==> src/rtl/fifo_drain.sv <==
// fifo_drain: drains an upstream fifo in bursts onto a valid/ready stream.
// Waits in IDLE until THRESHOLD entries are present, then pops up to MAXBURST
// entries through a 1-entry registered output stage; o_last marks the final word.
// Optional macro FIFO_DRAIN_TIMEOUT_EN: forces a partial burst after TIMEOUT
// idle cycles with a sub-threshold, non-empty fifo.
module fifo_drain #(
    parameter int WIDTH     = 8,
    parameter int DEPTH     = 8,
    parameter int THRESHOLD = 4,
    parameter int MAXBURST  = 4,
    parameter int TIMEOUT   = 15,
    localparam int NW       = $clog2(DEPTH + 1)
) (
    input  logic             i_clk,
    input  logic             i_rst,
    input  logic             i_cg,
    input  logic             i_flush,
    input  logic             i_empty,
    input  logic [NW-1:0]    i_nEntries,
    input  logic [WIDTH-1:0] i_data,
    output logic             o_pop,
    output logic             o_valid,
    output logic [WIDTH-1:0] o_data,
    output logic             o_last,
    input  logic             i_ready,
    output logic             o_busy
);

    localparam int CW = $clog2(MAXBURST + 1);
    localparam logic [NW-1:0] THRESH_N = NW'(THRESHOLD);
    localparam logic [NW-1:0] ONE_N    = NW'(1);
    localparam logic [CW-1:0] LAST_CNT = CW'(MAXBURST - 1);

    // Elaboration-time guard against parameter values the logic cannot honour.
    if (THRESHOLD < 1 || THRESHOLD > DEPTH || MAXBURST < 1 || TIMEOUT < 1) begin : g_bad_params
        $error("fifo_drain: illegal parameter value");
    end

    typedef enum logic {
        IDLE  = 1'b0,
        DRAIN = 1'b1
    } state_t;

    state_t           state_q, state_d;
    logic [CW-1:0]    count_q, count_d;
    logic             valid_q, valid_d;
    logic             last_q, last_d;
    logic [WIDTH-1:0] data_q, data_d;

    logic slot;
    logic pop;
    logic accept;
    logic pop_last;
    logic start;

    // Output stage can take a new word when it is empty or being drained this cycle.
    assign slot     = !valid_q || i_ready;
    assign pop      = i_cg && !i_flush && (state_q == DRAIN) && !i_empty && slot;
    assign accept   = valid_q && i_ready;
    // Last word of a burst: burst length reached, or this pop empties the fifo.
    assign pop_last = (count_q == LAST_CNT) || (i_nEntries == ONE_N);

`ifdef FIFO_DRAIN_TIMEOUT_EN
    localparam int TW = $clog2(TIMEOUT + 1);
    localparam logic [TW-1:0] TIMEOUT_N = TW'(TIMEOUT);

    logic [TW-1:0] tcnt_q, tcnt_d;

    assign start = (i_nEntries >= THRESH_N) || (tcnt_q == TIMEOUT_N);

    // Idle timeout counter: runs only with a non-empty sub-threshold fifo in IDLE.
    always_comb begin
        tcnt_d = tcnt_q;
        if (i_cg) begin
            if (i_flush || state_q == DRAIN || i_empty) begin
                tcnt_d = '0;
            end else if (start) begin
                tcnt_d = '0;
            end else if (i_nEntries < THRESH_N && tcnt_q < TIMEOUT_N) begin
                tcnt_d = tcnt_q + TW'(1);
            end
        end
    end

    // Timeout counter register.
    always_ff @(posedge i_clk or posedge i_rst) begin
        if (i_rst) begin
            tcnt_q <= '0;
        end else begin
            tcnt_q <= tcnt_d;
        end
    end
`else
    assign start = (i_nEntries >= THRESH_N);
`endif

    // Next-state, burst counter and output stage; flush overrides pop and accept.
    always_comb begin
        state_d = state_q;
        count_d = count_q;
        valid_d = valid_q;
        data_d  = data_q;
        last_d  = last_q;
        if (!i_cg) begin
            // gated: everything holds
        end else if (i_flush) begin
            state_d = IDLE;
            count_d = '0;
            valid_d = 1'b0;
            last_d  = 1'b0;
        end else begin
            if (accept) begin
                valid_d = 1'b0;
            end
            if (pop) begin
                valid_d = 1'b1;
                data_d  = i_data;
                last_d  = pop_last;
                count_d = count_q + CW'(1);
            end
            case (state_q)
                IDLE: begin
                    if (start) begin
                        state_d = DRAIN;
                        count_d = '0;
                    end
                end
                DRAIN: begin
                    if (pop && pop_last) begin
                        state_d = IDLE;
                    end else if (i_empty) begin
                        state_d = IDLE;
                    end
                end
                default: state_d = IDLE;
            endcase
        end
    end

    // State and output-stage registers.
    always_ff @(posedge i_clk or posedge i_rst) begin
        if (i_rst) begin
            state_q <= IDLE;
            count_q <= '0;
            valid_q <= 1'b0;
            data_q  <= '0;
            last_q  <= 1'b0;
        end else begin
            state_q <= state_d;
            count_q <= count_d;
            valid_q <= valid_d;
            data_q  <= data_d;
            last_q  <= last_d;
        end
    end

    assign o_pop   = pop;
    assign o_valid = valid_q;
    assign o_data  = data_q;
    assign o_last  = last_q;
    assign o_busy  = (state_q == DRAIN);

endmodule

==> config.mk <==
export PLATFORM = sky130hd
export DESIGN_NAME = fifo_drain
export DESIGN_NICKNAME = d
export VERILOG_FILES = /design/src/rtl/fifo_drain.sv
export SDC_FILE = /design/constraint.sdc
export NUM_CORES = 1
export LEC_CHECK = 0
export ABC_AREA = 1
export CAP_MARGIN = 20
export CORE_MARGIN = 5
export CORE_UTILIZATION = 40
export CTS_CLUSTER_SIZE = 20
export DETAILED_ROUTE_END_ITERATION = 16
export GPL_ROUTABILITY_DRIVEN = 0
export PLACE_DENSITY = 0.86
export SETUP_SLACK_MARGIN = 0.02
export SYNTH_ARGS = -nofsm -noshare
export SYNTH_HDL_FRONTEND = slang
export SYNTH_SLANG_ARGS = --single-unit
==> constraint.sdc <==
create_clock -name i_clk -period 1.5 [get_ports i_clk]
set_input_delay 0.15 -clock i_clk [delete_from_list [all_inputs] [get_ports i_clk]]
set_output_delay 0.15 -clock i_clk [all_outputs]
set_load 0.03 [all_outputs]
; ---- Word-level counts from Yosys, hierarchy flattened
; Index checks and enable logic that the tools add are counted.
[op_classes]
addsub = 1
order_cmp = 1
n_eq_ne = 2
n_mux = 14
bitwise_logic = 2
n_reduce_logical = 16
[ops]
columns = operator, n
row1 = $mux W3, 4
row2 = $mux W1, 9
row3 = $logic_and A1 B1 Y1, 6
row4 = $eq A4 B1 Y1 const B, 1
row5 = $ge A4 B3 Y1 const B, 1
row6 = $reduce_and A2 Y1, 2
row7 = $add A3 B1 Y3 const B, 1
row8 = $eq A3 B2 Y1 const B, 1
row9 = $logic_not A1 Y1, 3
row10 = $reduce_and A3 Y1, 1
row11 = $reduce_bool A3 Y1, 1
row12 = $logic_or A1 B1 Y1, 2
row13 = $not A1 Y1, 2
row14 = $pmux W1 S2, 1
row15 = $reduce_bool A2 Y1, 1
[word_totals]
register_bits = 14
input_bits = 18
out_inout_bits = 12
elab_cells = 41

; ---- Longest topological paths before layout
[depth]
ltp_word = 9
mapped_depth = 9

; ---- Least setup slack after synthesis
; OpenSTA, ideal clock, no wires.
[synth_timing]
path_type = reg-to-reg
start = register state_q (netlist: o_busy)
end = register state_q (netlist: o_busy)
arrival_time_ns = 1.279
t_required_ns = 1.383
path_slack_ns = 0.104
stages_incl_launch_ff = 10
path_buffers = 0
period_less_slack_ns = 1.396
path_cell_list = dfrtp_1 > inv_2 > nor2_4 > nand2_2 > nor2_8 > nand2_4 > nand2_1 > nand2_1 > nand2_1 > nand2_1
[synth_via]
elab_chain_cells = 7
word_cells_on_any_way = 8
cone_classes = mux: 3 / bitwise: 1 / reduce/logical: 4
[synth_rtl]
columns = item, line
row1 = from (decl), 44  ; state_t state_q, state_d;
row2 = from (signal assigned), 149  ; state_q <= state_d;
row3 = $logic_and A1 B1 Y1 (3 in a row), 58  ; assign pop = i_cg && !i_flush && (state_q == DRAIN) && !i_empty && slot;
row4 = via o_pop, 21  ; output logic o_pop,
row5 = $logic_and A1 B1 Y1, 129  ; if (pop && pop_last) begin
row6 = $mux W1, 129
row7 = $pmux W1 S2, 121  ; case (state_q)
row8 = $mux W1, 106  ; end else if (i_flush) begin
; The timed path passes the listed nets, and every way through them passes these cells.
; A chain may end at the register's enable or synchronous reset.

; ---- Worst setup path after layout
[layout_timing]
start = register data_q[4] (netlist: o_data[4])
end = output port o_data[4]
[layout_lines]
columns = item, line
row1 = from (decl), 48  ; logic [WIDTH-1:0] data_q, data_d;
row2 = from (signal assigned), 152  ; data_q <= data_d;
row3 = to (decl), 23  ; output logic [WIDTH-1:0] o_data,
; No word-level cell between the ends.

==> metrics.txt <==
Mapped Nets 103; met1 Use GR 15.41%; Data arrival, critical path 1.30 ns; crit path capture type primary output; Core Region 1689 sq um; overall routing resource usage 13.44%; initial antenna violation count 0; RR Endpoint o_busy; max incr delay on CP 0.67 ns; pin count of the biggest net entering global routing 15; Skew-Pair Late Insertion Delay 0.27 ns; hold_buf cts 0; Startpoint Class flip-flop; post-detailed-route DRC marker count 0; slew margin rel. 64.66%; R2R depth 9; # setup viols final 0; Max VDD drop 0.7584 mV; share of cells above drive strength 1 13.56%; CTS sink cnt 14; Layout Skew 0.003276 ns; Max-Cap Viols 0; fmax 691.7 MHz; GRT busiest layer met2; post-route setup TNS 0 ns; Slowest-stage cell, CP clkdlybuf4s50_1; I/O Pins 30; via count 655; fill cell count 157; pwr dens 1130 nW/um^2; Cell Rows 15; vias in the first global route 663; Slew Viols, Final 0; Mapped Area 690.7 sq um; top post-synthesis cells by area dfrtp_1, nand2_1, o21ai_0, inv_1, ha_1; Synth Instances 83; Reg2Reg Launch Point count_q[0]; Data required, critical path 1.35 ns; Yosys top cell by area dfrtp_1; fin crit period 1.446 ns; Tcrit/Tclk final 96.39%; crit-path cells clkdlybuf4s50_1; syn avg cell area 8.321 sq um; Setup CP Type reg -> out; actual transition at the worst max-transition pin 0.5295 ns; Area Growth Syn to Fin 55.25%; RSZ-0062 raised after global routing false; first-pass GRT wire length 2746 um; CP top delay family buffers and inverters; crit path buf inv count 1; final WL 1774 um; gr ovfl total 0; Total Die Area 2658 sq um; R2R Setup Slk 0.24 ns; CTS tree built; placed wire-length estimate 1346 um; nets 139; H-tree lvl count 1; leakage 0.6610 nW; Synthesis Warnings 0; Iter 0 DRT Violations 13; Die Wd 51.56 um; CTS root buf clkbuf_4; global-route met3 utilization 5.444%; worst hold path type in -> async; routed vias/inst 4.852; critical path peak fanout 2; maximum clock path buffer count 2; Seq/Total Area, Yosys 50.72%; synth unique cells 17; final hold violations 0; DP Worst Slack 0.06118 ns; met2 usage 23.52%; status finished clean; Worst-path clk slew 0.09 ns; Pre-antenna DRT Iters 5; Synth top area share 50.72%; Initial Utilization 40.89%; number of routed nets with antenna violations 0; setup slack after layout 0.05420 ns; Antenna Diode Count 0; CTS Buf Count 3; Wirelength per Cell 13.14 um; Die Y-Extent 51.56 um; Seq cells post-synth 14; IO Port Bufs 29
## stage by stage
step                util, %  hold slack (ns)  cells  cell area (sq um)  total power, mW
global placement      59.78           0.4633    130               1010           0.9537
detailed placement    59.78           0.4640    130               1010           0.9626
finish                63.48           0.2115    135               1072            1.212
global route          63.48           0.2793    135               1072            1.273
CTS                   61.85           0.2317    134               1045            1.222
floorplan                 -          0.03922     83              690.7           0.7397
## timing repair
action	4_1_cts	5_1_grt
endpoints found under the hold margin	0	0
buffers inserted	0	1
gates resized for setup	1	8
cloned	0	0
setup endpoints to repair	1	9
## sequential cells by signal, indices dropped and copies added, names as in the netlist
register and flops:
o_busy 1, o_valid 1, o_data 8, count_q 3
o_last 1
## how the worst max path moves through the flow
stage,start,to,slack [ns],cells past startpoint
floorplan,o_busy,o_busy,0.10,9
global route,o_data[4],o_data[4],0.03,1
global placement,i_cg,count_q[0],0.09,7
CTS,o_valid,o_valid,0.02,1
finish,o_data[4],o_data[4],0.05,1
detailed placement,i_cg,o_busy,0.06,10
## layout make-up
class | count | area [sq um] | share of cell area, %
Clock buffer | 4 | 36.28 | 3.384
Inverter | 12 | 45.04 | 4.201
Multi-Input combinational cell | 56 | 290.3 | 27.07
Sequential cell | 14 | 350.3 | 32.67
Tap cell | 17 | 21.27 | 1.984
Timing Repair Buffer | 32 | 329.1 | 30.69
## power by group
group | total (mW) | switching (mW) | internal [mW]
logic | 0.459 | 0.264 | 0.195
clock network | 0.263 | 0.116 | 0.147
registers | 0.490 | 0.0404 | 0.449
## cell usage in the layout (no fill, tap or decap)
cell | Yosys | final
nand2_1 | 33 | 33
clkdlybuf4s50_1 | 0 | 19
dfrtp_1 | 14 | 14
inv_1 | 9 | 9
dlymetal6s2s_1 | 0 | 8
o21ai_0 | 7 | 7
nor2_1 | 4 | 4
buf_4 | 0 | 4
inv_2 | 3 | 3
clkbuf_4 | 0 | 3
nor2_4 | 2 | 2
ha_1 | 2 | 2
nand2_2 | 1 | 1
nor2_8 | 1 | 1
nand3_1 | 1 | 1
a21oi_1 | 1 | 1
nand2_4 | 1 | 1
o22ai_1 | 1 | 1
o211ai_1 | 1 | 1
a22oi_1 | 1 | 1
clkbuf_8 | 0 | 1
dlygate4sd2_1 | 0 | 1
## routing by layer
layer,routed length [um],part of all wire (%)
met3,190,11
met5,0,0
met4,10,0.56
met1,735,41
met2,837,47
## cell usage after synthesis
cell,instances
nor2_1,4
o211ai_1,1
nand2_2,1
nand2_1,33
nand3_1,1
a22oi_1,1
nand2_4,1
nor2_4,2
buf_2,1
dfrtp_1,14
inv_2,3
inv_1,9
o22ai_1,1
nor2_8,1
o21ai_0,7
a21oi_1,1
ha_1,2
## logic make-up after synthesis
group,after synthesis,synth area share (%)
AO/OA/AOI/OAI,11,8.877
adder cells (fa/ha/maj),2,3.623
buffers and inverters,13,7.245
flip-flops,14,50.73
AND/OR/NAND/NOR,43,29.53
Power figures use the tool's default switching activity.
